$ cat src/rtl/sseg_pkg.sv
// Shared constants for the hex 7-segment driver: segment patterns and anode enables.
// All patterns are active-low, bit order {g,f,e,d,c,b,a}.
package sseg_pkg;

   localparam logic [6:0] SEG_BLANK = 7'h7F;

   // Entry n holds the pattern for hex digit n; the first literal listed is digit F.
   localparam logic [15:0][6:0] HEX_SEG = {
      7'h0E, 7'h06, 7'h21, 7'h46, 7'h03, 7'h08, 7'h10, 7'h00,
      7'h78, 7'h02, 7'h12, 7'h19, 7'h30, 7'h24, 7'h79, 7'h40
   };

   localparam logic [3:0] AN_D0  = 4'b1110;
   localparam logic [3:0] AN_D1  = 4'b1101;
   localparam logic [3:0] AN_OFF = 4'b1111;

endpackage

$ cat src/rtl/sseg_decoder.sv
// Combinational hex nibble to active-low 7-segment pattern.
module sseg_decoder
   import sseg_pkg::*;
(
   input  logic [3:0] hex_i,
   output logic [6:0] seg_o
);

   assign seg_o = HEX_SEG[hex_i];

endmodule

$ cat src/rtl/sseg1.sv
// Hex display driver: one nibble of sw[7:0] on digit 0 or 1, all outputs registered.
// Define SSEG1_AUTOSCAN_EN to scan both digits from a free-running counter instead.
module sseg1
   import sseg_pkg::*;
#(
   parameter int REFRESH_BITS = 17
) (
   input  logic        clk,
   input  logic        rst,
   input  logic [15:0] sw,
   output logic [3:0]  an,
   output logic [6:0]  seg,
   output logic        dp
);

   logic [3:0] an_q,  an_d;
   logic [6:0] seg_q, seg_d;
   logic       dp_q;
   logic       sel;
   logic       blank;
   logic [3:0] nibble;
   logic [6:0] dec_seg;
   logic [6:0] unused_sw;

   assign unused_sw = sw[14:8];

`ifdef SSEG1_AUTOSCAN_EN
   logic [REFRESH_BITS-1:0] cnt_q;

   always_ff @(posedge clk or posedge rst) begin
      if (rst) cnt_q <= '0;
      else     cnt_q <= cnt_q + 1'b1;
   end

   assign sel   = cnt_q[REFRESH_BITS-1];
   assign blank = sw[15];
`else
   logic [REFRESH_BITS-1:0] unused_cnt;

   assign unused_cnt = '0;
   assign sel        = sw[15];
   assign blank      = 1'b0;
`endif

   assign nibble = sel ? sw[7:4] : sw[3:0];

   sseg_decoder u_dec (
      .hex_i (nibble),
      .seg_o (dec_seg)
   );

   always_comb begin
      an_d  = sel ? AN_D1 : AN_D0;
      seg_d = dec_seg;
      if (blank) begin
         an_d  = AN_OFF;
         seg_d = SEG_BLANK;
      end
   end

   // an and seg share one register stage so a digit never pairs with a stale pattern.
   always_ff @(posedge clk or posedge rst) begin
      if (rst) begin
         an_q  <= AN_OFF;
         seg_q <= SEG_BLANK;
         dp_q  <= 1'b1;
      end else begin
         an_q  <= an_d;
         seg_q <= seg_d;
         dp_q  <= 1'b1;
      end
   end

   assign an  = an_q;
   assign seg = seg_q;
   assign dp  = dp_q;

endmodule

$ cat config.mk
export PLATFORM = sky130hd
export DESIGN_NAME = sseg1
export DESIGN_NICKNAME = d
export VERILOG_FILES = /design/src/rtl/sseg_pkg.sv /design/src/rtl/sseg_decoder.sv /design/src/rtl/sseg1.sv
export SDC_FILE = /design/constraint.sdc
export NUM_CORES = 1
export LEC_CHECK = 0
export ABC_AREA = 1
export CAP_MARGIN = 20
export CORE_MARGIN = 2
export CORE_UTILIZATION = 44
export DETAILED_ROUTE_END_ITERATION = 16
export GPL_TIMING_DRIVEN = 0
export PLACE_DENSITY = 0.83
export SYNTH_ARGS = -nofsm -noshare
export SYNTH_HDL_FRONTEND = slang
export SYNTH_SLANG_ARGS = --single-unit
$ cat constraint.sdc
create_clock -name clk -period 1.4 [get_ports clk]
set_input_delay 0.21 -clock clk [delete_from_list [all_inputs] [get_ports clk]]
set_output_delay 0.21 -clock clk [all_outputs]
set_load 0.01 [all_outputs]
==> results.yml, run 1 <==
status:
  outcome: "finished, final reports clean"
synth:
  ys_top_cells_by_area: "dfstp_2 33%, nand2_1 18%, ha_1 12%, nand3_1 7.7%, inv_1 6.3%"
  netlist_instances: 89
  yosysSeqAreaShare_pct: 33.2
  ys_async_sr_fraction_pct: 100
  synth_common_cells: "34 x nand2_1, 12 x inv_1, 11 x nand3_1"
  synth_seq_cells: 9
  synth-edff-count: 0
  synth.distinct_cells: 16
  synth-simple-area-share_pct: 36.0
  ys.flop_type: "dfstp_2"
  synth.area.mux_share_pct: 0
  synth_top_family_by_area: "simple AND/OR/NAND/NOR gates"
  synthXorXnorAreaFrac_pct: 0
  synth_most_common_cell: "nand2_1"
  synth_area_per_cell_um2: 8.01
  synth_area_um2: 713
  synthAdderAreaFrac_pct: 12.3
  synth_area_leader_cell: "dfstp_2"
  synth_compound_area_share_pct: 5.44
  synth_top_area_share_pct: 33.2
  yosysWarnings: 0
setup_path:
  critPathKind: "input pin to flip-flop"
  crit_start: "sw[0]"
  critPathMaxFanout: 5
  cp-end-kind: "flip-flop"
  crit_end: "seg[3]$_DFF_PP1_"
  arrival_ns: 1.48
  cp-start-kind: "input pin"
  cp.required_ns: 1.60
global_routing:
  track_usage_pct: 16.3
  grt_max_degree: 10
  grt_antenna_before_repair: 0
  grt_pass1_vias: 586
  grt_pass1_wl_mm: 2.37
  grt-ovfl-total: 0
floorplan:
  dieArea_um2: 1960
  ioPinCount: 30
  die_w_um: 44.3
  core_um2: 1510
  rows: 14
  dieHeight_um: 44.3
  start_util_pct: 47.3
sta:
  period_needed_ns: 1.28
  rsz0062_at_grt: "no"
  holdWs_ns: 0.207
  hold_violations: 0
  finalCritPeriodShare_pct: 91.6
  slew_violations: 0
  setup_viol: 0
  clock.fmax_ghz: 0.780
cells_and_area:
  seq_area_um2: 236
  fillCellCount: 139
  multiInputGateArea_um2: 402
  final_cells: 131
  final_nets: 141
  drive_gt1_share_pct: 25.2
  area_growth_pct: 34.6
  diodes: 0
placed_design:
  dp.cells: 126
  io_buffers: 19
  gp_congestion: 0.777
  dpl.hpwl_mm: 1.07
power_and_ir_drop:
  pwr-share-clk_pct: 26.6
  p_sw_share_pct: 30.7
  leakage_nw: 0.516
  pwr-share-seq_pct: 41.1
  p_int_uw: 521
  comb_power_share_pct: 32.3
  p_per_area_nw_per_um2: 784
  power_uw: 752
  p_switching_uw: 231
  vdd_ir_drop_max_mv: 0.337
clock_network:
  cts_tree: "built"
  htreeDepth: 1
  root_buffer: "clkbuf_4"
  path_clk_slew_ns: 0.06
  hold_buffers: 0
  clk_path_buf_depth: 2
  clkSinkCount: 9
  numCtsBuffers: 3
detailed_routing:
  drtIter0Drc: 5
  route.detailed.drc: 0
  vias: 616
  via_per_inst: 4.70
  wl_mm: 1.32
  drtAntennaViolNets: 0
  detail_route.wl_per_cell_um: 10.0
  first_pass_iters: 4
job:
  cap_violations: 0
min_path:
  hp-class: "input pin to flip-flop"
==> per-layer routing <==
layer | vias to the layer above | track usage, % | share of wire (%)
met2 | 21 | 30.0 | 51
met5 | - | 0 | 0
met3 | 2 | 3.67 | 5.7
li1 | 320 | - | -
met4 | 0 | 5.45 | 1.4
met1 | 273 | 18.4 | 42
==> power groups by stage <==
stage,Sequential (mW),Clock [mW],Combinational [mW]
final,0.309,0.200,0.243
after CTS,0.310,0.199,0.244
after global routing,0.312,0.220,0.274
after global placement,0.313,0,0.250
after floorplan,0.331,0,0.138
after detailed placement,0.315,0,0.257
==> worst min-delay path by stage <==
stage               startpoint              end  slack (ns)  cells past startpoint
floorplan               sw[15]  an[0]$_DFF_PP1_        0.21                      0
global placement        sw[15]  an[0]$_DFF_PP1_        0.68                      1
detailed placement      sw[15]  an[0]$_DFF_PP1_        0.68                      1
CTS                     sw[15]  an[0]$_DFF_PP1_        0.21                      1
global route            sw[15]  an[0]$_DFF_PP1_        0.21                      1
finish                  sw[15]  an[0]$_DFF_PP1_        0.21                      1
==> layout make-up <==
| class | instances | share of cell area [%] |
|---|---|---|
| multi-input cells | 65 | 41.9 |
| flip-flops and latches | 9 | 24.6 |
| repair buffers | 20 | 19.3 |
| inverters | 13 | 5.87 |
| plain buffers | 4 | 3.52 |
| clock buffers | 4 | 2.74 |
| well taps | 16 | 2.09 |
==> logic make-up (layout without fill, tap and decap cells) <==
group / after synthesis / after routing
and+or+nand+nor: 51 / 51
buffers and inverters: 17 / 41
DFF: 9 / 9
adders and majority gates: 7 / 7
AOI/OAI and AO/OA: 4 / 4
other: 1 / 3
==> timing repair <==
item | 4_1_cts | 5_1_grt
resized for setup | 13 | 0
setup endpoints to repair | 16 | 0
setup buffers | 1 | 0
==> state kept, by name, indices dropped and copies added, names as in the netlist <==
register and flops:
an 2, seg 7
==> stage by stage <==
stage	cell area, um^2	utilization, %	worst slack, ns	setup TNS (ns)
finish	960	63.7	0.118	0
global route	960	63.7	0.00855	0
CTS	960	63.7	0.110	0
detailed placement	931	61.8	-0.387	-2.37
global placement	931	61.8	-0.340	-2.12
floorplan	721	-	0.262	0
==> critical path: stages <==
cell and delay [ns]:
clkdlybuf4s50_1 0.47, inv_1 0.04, nand2_1 0.05, nand2_1 0.13
ha_1 0.34, nand2_1 0.08, nand3_1 0.06, nand2_1 0.09
==> placed cells by master (no fill, tap or decap) <==
master           Yosys  final
o21ai_1              1      1
buf_4                3      4
o21ai_2              2      2
nand3_1             11     11
inv_1               12     11
buf_6                1      1
inv_2                0      1
nand2_4              1      2
nand2_8              2      2
dlygate4sd2_1        0     10
dfstp_2              9      9
clkbuf_1             0      1
ha_2                 0      1
nand2_1             34     34
conb_1               1      3
nand3_2              1      1
o21ai_4              1      1
ha_1                 7      6
nand2_2              2      1
inv_8                1      1
clkbuf_4             0      3
clkdlybuf4s50_1      0      9
(Power assumes the default switching activity.)
==> run 2, diff against run 1 <==
--- a/config.mk
+++ b/config.mk
@@ -6,7 +6,7 @@
 export NUM_CORES = 1
 export LEC_CHECK = 0
 export ABC_AREA = 1
-export CAP_MARGIN = 20
+export CAP_MARGIN = 5
 export CORE_MARGIN = 2
 export CORE_UTILIZATION = 44
 export DETAILED_ROUTE_END_ITERATION = 16
==> results of run 2 <==
Final layout, timing and power as in run 1 (identical DEF).
